==> config.mk <==
export PLATFORM = sky130hd
export DESIGN_NAME = apb_vgachargen_slave
export DESIGN_NICKNAME = d
export VERILOG_FILES = /design/src/rtl/vgachargen_pkg.sv /design/src/rtl/vgachargen_clear_engine.sv /design/src/rtl/apb_vgachargen_slave.sv
export SDC_FILE = /design/constraint.sdc
export NUM_CORES = 1
export LEC_CHECK = 0
export BUFFER_PORTS_ARGS = -buffer_cell sky130_fd_sc_hd__clkbuf_2
export CAP_MARGIN = 20
export CORE_MARGIN = 2
export CORE_UTILIZATION = 25
export DETAILED_ROUTE_END_ITERATION = 7
export PLACE_DENSITY = 0.47
export RECOVER_POWER = 25
export SYNTH_ARGS = -nofsm -noshare
export SYNTH_HDL_FRONTEND = slang
export SYNTH_SLANG_ARGS = --single-unit
==> constraint.sdc <==
create_clock -name clk_i -period 3.7 [get_ports clk_i]
set_input_delay 0.185 -clock clk_i [delete_from_list [all_inputs] [get_ports clk_i]]
set_output_delay 0.185 -clock clk_i [all_outputs]
set_load 0.02 [all_outputs]
==> src/rtl/vgachargen_pkg.sv <==
// vgachargen_pkg: shared geometry, register map and APB state type for the VGA char-map APB slave.
package vgachargen_pkg;
  localparam int COLS = 80;
  localparam int ROWS = 30;
  localparam int CHAR_ADDR_W = $clog2(COLS * ROWS);
  localparam int CTRL_OFF = 'h3000;
  localparam int STATUS_OFF = 'h3004;
  localparam logic [7:0] FILL_RESET = 8'h20;
  typedef enum logic [1:0] {IDLE, SETUP, ACCESS} apb_state_e;
endpackage

==> src/rtl/vgachargen_clear_engine.sv <==
// vgachargen_clear_engine: sweeps every map cell once with the fill character after a start pulse.
// Ports: clk_i/rst_ni (async active-low), start_i (ignored by caller while busy), fill_i fill character,
//        busy_o sweep running, addr_o/char_o/wen_o one map write per busy cycle.
module vgachargen_clear_engine
  import vgachargen_pkg::*;
#(
  parameter int CELLS = COLS * ROWS,
  parameter int AW = $clog2(CELLS)
) (
  input  logic          clk_i,
  input  logic          rst_ni,
  input  logic          start_i,
  input  logic [7:0]    fill_i,
  output logic          busy_o,
  output logic [AW-1:0] addr_o,
  output logic [7:0]    char_o,
  output logic          wen_o
);
  logic busy_q, busy_d, more;
  logic [AW-1:0] cnt_q, cnt_d;
  always_comb begin
    more = busy_q && cnt_q != AW'(CELLS - 1);
    busy_d = start_i || more;
    cnt_d = more ? cnt_q + 1'b1 : '0;
  end
  always_ff @(posedge clk_i or negedge rst_ni)
    if (!rst_ni) begin
      busy_q <= 1'b0;
      cnt_q <= '0;
    end else begin
      busy_q <= busy_d;
      cnt_q <= cnt_d;
    end
  assign busy_o = busy_q;
  assign wen_o = busy_q;
  assign addr_o = cnt_q;
  assign char_o = busy_q ? fill_i : '0;
endmodule

==> src/rtl/apb_vgachargen_slave.sv <==
// apb_vgachargen_slave: APB3 slave turning bus writes into char-map write strobes, with a hardware clear engine.
// Ports: clk_i/rst_ni (async active-low); APB3 psel_i/penable_i/pwrite_i/paddr_i/pwdata_i -> prdata_o/pready_o/pslverr_o;
//        char_o/addr_o/wen_o char-map write port; busy_o clear engine running.
// Define VGACHARGEN_PSLVERR_EN to flag bad accesses on pslverr_o; otherwise they are silently dropped.
module apb_vgachargen_slave #(
  parameter int COLS = vgachargen_pkg::COLS,
  parameter int ROWS = vgachargen_pkg::ROWS,
  parameter int ADDR_W = 14
) (
  input  logic                         clk_i,
  input  logic                         rst_ni,
  input  logic                         psel_i,
  input  logic                         penable_i,
  input  logic                         pwrite_i,
  input  logic [ADDR_W-1:0]            paddr_i,
  input  logic [31:0]                  pwdata_i,
  output logic [31:0]                  prdata_o,
  output logic                         pready_o,
  output logic                         pslverr_o,
  output logic [7:0]                   char_o,
  output logic [$clog2(COLS*ROWS)-1:0] addr_o,
  output logic                         wen_o,
  output logic                         busy_o
);
  import vgachargen_pkg::*;
  localparam int CELLS = COLS * ROWS;
  localparam int CW = $clog2(CELLS);
  localparam int IW = ADDR_W - 2;
  apb_state_e state_q, state_d;
  logic [7:0] fill_q, fill_d, char_q, char_d, eng_char;
  logic [CW-1:0] waddr_q, waddr_d, eng_addr;
  logic wen_q, wen_d, eng_wen, busy, start, access, char_hit, ctrl_hit, stat_hit, char_wr, ctrl_wr;
  logic [IW-1:0] idx;
  logic unused_bits;
  assign unused_bits = ^{pwdata_i[31:16], paddr_i[1:0]};
  // state_q != IDLE marks that the previous cycle was a setup (or stalled access) of the same transfer,
  // so a transfer completes exactly once even while psel/penable linger after pready.
  always_comb begin
    idx = paddr_i[ADDR_W-1:2];
    char_hit = idx < IW'(CELLS);
    ctrl_hit = idx == IW'(CTRL_OFF >> 2);
    stat_hit = idx == IW'(STATUS_OFF >> 2);
    access = psel_i && penable_i && state_q != IDLE;
    pready_o = access && !(char_hit && pwrite_i && busy);
    char_wr = pready_o && pwrite_i && char_hit;
    ctrl_wr = pready_o && pwrite_i && ctrl_hit && !busy;
    start = ctrl_wr && pwdata_i[0];
    prdata_o = (!pready_o || pwrite_i) ? '0 : ctrl_hit ? {16'h0, fill_q, 8'h0} : stat_hit ? {31'h0, busy} : '0;
    state_d = (psel_i && !penable_i) ? SETUP : (access && !pready_o) ? ACCESS : IDLE;
    fill_d = ctrl_wr ? pwdata_i[15:8] : fill_q;
    wen_d = char_wr;
    char_d = char_wr ? pwdata_i[7:0] : '0;
    waddr_d = char_wr ? idx[CW-1:0] : '0;
  end
  always_ff @(posedge clk_i or negedge rst_ni)
    if (!rst_ni) begin
      state_q <= IDLE;
      fill_q <= FILL_RESET;
      wen_q <= 1'b0;
      char_q <= '0;
      waddr_q <= '0;
    end else begin
      state_q <= state_d;
      fill_q <= fill_d;
      wen_q <= wen_d;
      char_q <= char_d;
      waddr_q <= waddr_d;
    end
`ifdef VGACHARGEN_PSLVERR_EN
  assign pslverr_o = pready_o && (char_hit ? !pwrite_i : stat_hit ? pwrite_i : !ctrl_hit);
`else
  assign pslverr_o = 1'b0;
`endif
  vgachargen_clear_engine #(.CELLS(CELLS), .AW(CW)) u_clear (
    .clk_i  (clk_i),
    .rst_ni (rst_ni),
    .start_i(start),
    .fill_i (fill_q),
    .busy_o (busy),
    .addr_o (eng_addr),
    .char_o (eng_char),
    .wen_o  (eng_wen)
  );
  // CHAR transfers stall while busy, so the two strobe sources never overlap.
  assign busy_o = busy;
  assign wen_o = eng_wen || wen_q;
  assign char_o = busy ? eng_char : char_q;
  assign addr_o = busy ? eng_addr : waddr_q;
endmodule
Yosys cells after proc, flatten, opt, wreduce, memory -nomap -nowiden
Cells that the tools add are included.

storage, ports and cells
  flip-flop bits (word level) = 44
  input port bits = 51

cells by class
  equality and inequality tests = 3
  reductions and logical operators = 21
  $lt $le $gt $ge = 1
  add/sub/neg operators = 1
  muxes and demuxes = 10

operators with widths
  kind                     count
  $mux W12                 3
  $mux W16                 2
  $eq A12 B12 Y1 const B   2
  $mux W8                  2
  $logic_and A1 B1 Y1      13
  $add A12 B1 Y12 const B  1
  $lt A12 B12 Y1 const B   1
  $ne A12 B12 Y1 const B   1
  $logic_not A1 Y1         4
  $mux W2                  2
  $logic_or A1 B1 Y1       3
  $reduce_bool A2 Y1       1
  $mux W1                  1

Longest topological paths before layout
  word-level depth = 10
  mapped depth = 5
  gate-level depth less buffers = 5

Modules after synthesis
Synthesis repeated with hierarchy kept, for this count alone.

unflattened totals
  cell total of the unflattened synthesis = 208
  area total of the unflattened synthesis = 2387.3 um^2

by module, submodules not included
  module                   seq. area each (um^2)  times used  area an instance (um^2)  cells an instance
  apb_vgachargen_slave     777.0                  1           1656.6                   138
  vgachargen_clear_engine  325.3                  1           730.7                    70

Least setup slack after synthesis
No wires, ideal clock.

  path kind = reg2out
  start point = register u_clear.busy_q (netlist: u_clear.busy_o)
  end point = output prdata_o[0]
  arrival = 1.867 ns
  buffers on the path = 2
  required time = 3.515 ns
  stages on the path, launching flop included = 5
  setup slack = 1.648 ns
  path through = dfrtp_1 clkdlybuf4s15_1 clkbuf_1 nand2_1 nor4_1

between the ends
  cells in the longest elaborated chain, start to end = 6

ends and longest elaborated chain
  what                    line                           text
  from (decl)             vgachargen_clear_engine.sv:19  logic busy_q, busy_d, more;
  from (signal assigned)  vgachargen_clear_engine.sv:31  busy_q <= busy_d;
  $logic_and A1 B1 Y1     apb_vgachargen_slave.sv:44     pready_o = access && !(char_hit && pwrite_i && busy);
  $logic_not A1 Y1        apb_vgachargen_slave.sv:44
  $logic_and A1 B1 Y1     apb_vgachargen_slave.sv:44
  $logic_not A1 Y1        apb_vgachargen_slave.sv:48     prdata_o = (!pready_o || pwrite_i) ? '0 : ctrl_hit ? {16'h0, fill_q, 8'h0} : stat_hit ? {31'h0, busy} : '0;
  $logic_or A1 B1 Y1      apb_vgachargen_slave.sv:48
  $mux W16 *              apb_vgachargen_slave.sv:48
  to (decl)               apb_vgachargen_slave.sv:17     output logic [31:0] prdata_o,

Every way passes the cells marked *; elsewhere a longest branch is shown, timed or not.

Worst setup path after layout
  start point = register u_clear.busy_q (netlist: u_clear.busy_o)
  end point = output addr_o[1]

between the ends
  cells in the longest elaborated chain, start to end = 1

ends and longest elaborated chain
  what       line                        text
  $mux W12   apb_vgachargen_slave.sv:88  assign addr_o = busy ? eng_addr : waddr_q;
  to (decl)  apb_vgachargen_slave.sv:21  output logic [$clog2(COLS*ROWS)-1:0] addr_o,

Every way passes these cells.

==> flow_summary.ini <==
[run_status]
status = finished clean

[place]
dp_hpwl_um = 3713
io_buffers = 64
place.detailed.instances = 370
final_weighted_congestion_in_routability_driven_placement = 0.7493
detailedPlace.worstSlack_ns = 1.787

[cells_and_area]
areaGrowthSynthToFinish_pct = 20.48
final_cell_count_no_fill = 378
num-nets-final = 322
most-common-layout-cells = 63 x clkbuf_2, 43 x dfrtp_1, 28 x mux2_2, 27 x and2_1, 24 x conb_1
drive_gt1_frac = 0.4037
num_antenna_cells = 0
final_common_cell = clkbuf_2
layout_filler_cell_count = 904

[setup_path]
worst_setup_path_end_kind = primary output
timing.reg2reg.worst_path_depth = 3
timing_worst_setup_path_type = flop to primary output
timing.critical_path.from_type = flop
worst-endpoint-arrival_ns = 1.83
max_fanout_on_critical_path = 17
critPathRequiredTime_ns = 3.51

[pwr]
seqPwrFrac = 0.558
comb_power_frac = 0.071
p_sw_frac = 0.2304
totalPowerFinal_mw = 0.8627
clockPowerShare = 0.371
vdd_ir_drop_max_mv = 0.1289
total_power_divided_by_cell_area_mw_per_mm2 = 318.5
p_sw_mw = 0.1988
power.leakage_nw = 1.400
power_report.internal_total_mw = 0.6639

[sta]
finalHoldWorstSlack_ns = 0.07486
worst_slew_margin_rel = 0.5458
final_worst_path_period_share = 0.5434
finalSetupViolations = 0
clock.fmax_ghz = 0.4974
final_hold_viol_count = 0
period_needed_ns = 2.011
worstMarginPinSlew_ns = 0.6763
grt_setup_unrepaired = no
timing.final.max_slew_violations = 0
layout_setup_ws_ns = 1.689
fin_tns_setup_ns = 0
worst_clock_skew_ns = 0.004070

[clock_network]
cts_sinks = 44
cts_htree_levels = 2
number_of_post_cts_setup_repair_buffers = 0
clock_tree_from_tritoncts = done
clock-root-buffer = clkbuf_8
clock_latency_ns = 0.29
worst_setup_hold_path_clk_slew_ns = 0.08
post_cts_resized = 0
numCtsBuffers = 5
cts_buffer_depth = 2
hold_buffers = 1

[logic_synthesis]
yosys-top-cells-area = dfrtp_1 48%, mux2_2 14%, buf_4 8.0%, and2_1 7.5%, nor2_1 2.7%
avg_synthesized_cell_area_sq_um = 11.13
number_of_enable_flip_flop_cells_after_synthesis = 0
asyncSetResetFlopFracSynth = 1.000
netlist_instances = 202
synth.lib_cells_used.distinct = 34
yosysSeqAreaShare = 0.4903
synth_area_sq_mm = 0.002248
ys_seq_elements = 44
synth_warnings = 0
yosysTopAreaCellShare = 0.4786
synth_ff_type = dfrtp_1
yosysTopAreaCell = dfrtp_1

[floorplan]
design.die.area_sq_mm = 0.009768
design.core.area_sq_mm = 0.008721
starting_density = 0.2578
floorplan.die.width_um = 98.84
row_count = 34
ios = 107
fp.dieH_um = 98.84

[grt]
grt_max_degree = 45
met3_usage = 0.01915
grt_first_pass_wirelength_um = 8197
groute.layer.met1.usage = 0.1413
gr-total-overflow = 0
grt.met2_usage = 0.1731
busiest_layer = met2
vias_in_the_first_global_route = 1617
grt_antenna_before_repair = 0
grt_util_all_layers = 0.1061

[drt]
totalWireLength_um = 4961
avgViaCountPerCell = 4.148
remaining_drc_errors = 0
drt_first_pass_iters = 3
dr.first_iter.drc_count = 64
postRouteAntennaNets = 0
drt-wirelength-per-cell_um = 13.12
vias = 1568

[worst_hold_path]
worst_hold_path_type = primary input to flop
min_path_cells = 2

[job]
maxCapViolCount = 0
-- state kept, by name, summed over array words and instances (netlist names) --
name and count:
waddr_q 12, u_clear.busy_o 1, char_q 8, wen_q 1, u_clear.addr_o 12, fill_q 8, state_q 2
-- routing by layer --
layer,up-vias,share of wire
li1,771,-
met1,757,0.44
met2,36,0.51
met3,4,0.033
met4,0,0.012
met5,-,0
-- cell type report --
| class | count | area [sq um] | area share |
|---|---|---|---|
| clock buffer | 7 | 96.34 | 0.03557 |
| multi-input combinational | 146 | 1001 | 0.3695 |
| tap | 108 | 135.1 | 0.04988 |
| sequential | 44 | 1102 | 0.4069 |
| timing repair buffer | 69 | 359.1 | 0.1326 |
| inverter | 4 | 15.01 | 0.005543 |
-- power by group through the flow --
stage	Sequential, mW	Clock (mW)	Combinational [mW]
3_5_place_dp	0.491	0	0.0608
3_3_place_gp	0.491	0	0.0602
4_1_cts	0.481	0.338	0.0617
2_1_floorplan	0.491	0	0.0463
5_1_grt	0.482	0.357	0.0678
6_report	0.481	0.320	0.0608
-- critical path: stages, from the launching register on --
cell and delay, ns:
dfrtp_1 0.65, buf_4 0.35, mux2_2 0.36, clkbuf_2 0.17
-- synthesized netlist by cell type (3+ instances only) --
| master | count |
|---|---|
| and2_1 | 27 |
| buf_4 | 24 |
| clkbuf_1 | 3 |
| dfrtp_1 | 43 |
| inv_1 | 4 |
| mux2_2 | 28 |
| nand2_1 | 6 |
| nand3_1 | 3 |
| nand4_1 | 5 |
| nor2_1 | 16 |
| nor3_1 | 4 |
| nor4_1 | 6 |
| xnor2_1 | 6 |
| xor2_1 | 4 |
-- final timing paths --
| kind | from | end | slack, ns |
|---|---|---|---|
| max | u_clear.busy_o$_DFF_PN0_ | addr_o[1] | 1.69 |
| min | penable_i | state_q[0]$_DFF_PN0_ | 0.07 |
| max reg2reg | state_q[1]$_DFF_PN0_ | fill_q[7]$_DFFE_PN0P_ | 1.86 |
| min reg2reg | u_clear.addr_o[0]$_DFF_PN0_ | u_clear.addr_o[0]$_DFF_PN0_ | 0.52 |
| max in group asynchronous | rst_ni | waddr_q[9]$_DFF_PN0_ | 2.79 |
| min in group asynchronous | rst_ni | char_q[1]$_DFF_PN0_ | 0.52 |
-- through the flow --
step                instance area [sq um]    util
global placement                     2604  0.2986
floorplan                            2335       -
global route                         2709  0.3106
finish                               2709  0.3106
detailed placement                   2604  0.2986
CTS                                  2710  0.3108
-- logic make-up after synthesis --
logic type / Yosys count / share of synthesized area
AO/OA/AOI/OAI: 9 / 0.03395
XOR/XNOR: 10 / 0.03895
adder cells (fa/ha/maj): 1 / 0.005564
buffers and inverters: 35 / 0.1029
flip-flops: 44 / 0.4903
multiplexers: 28 / 0.1402
other: 1 / 0.001668
AND/OR/NAND/NOR: 74 / 0.1864
No activity file was read; power rests on OpenSTA's default activity.
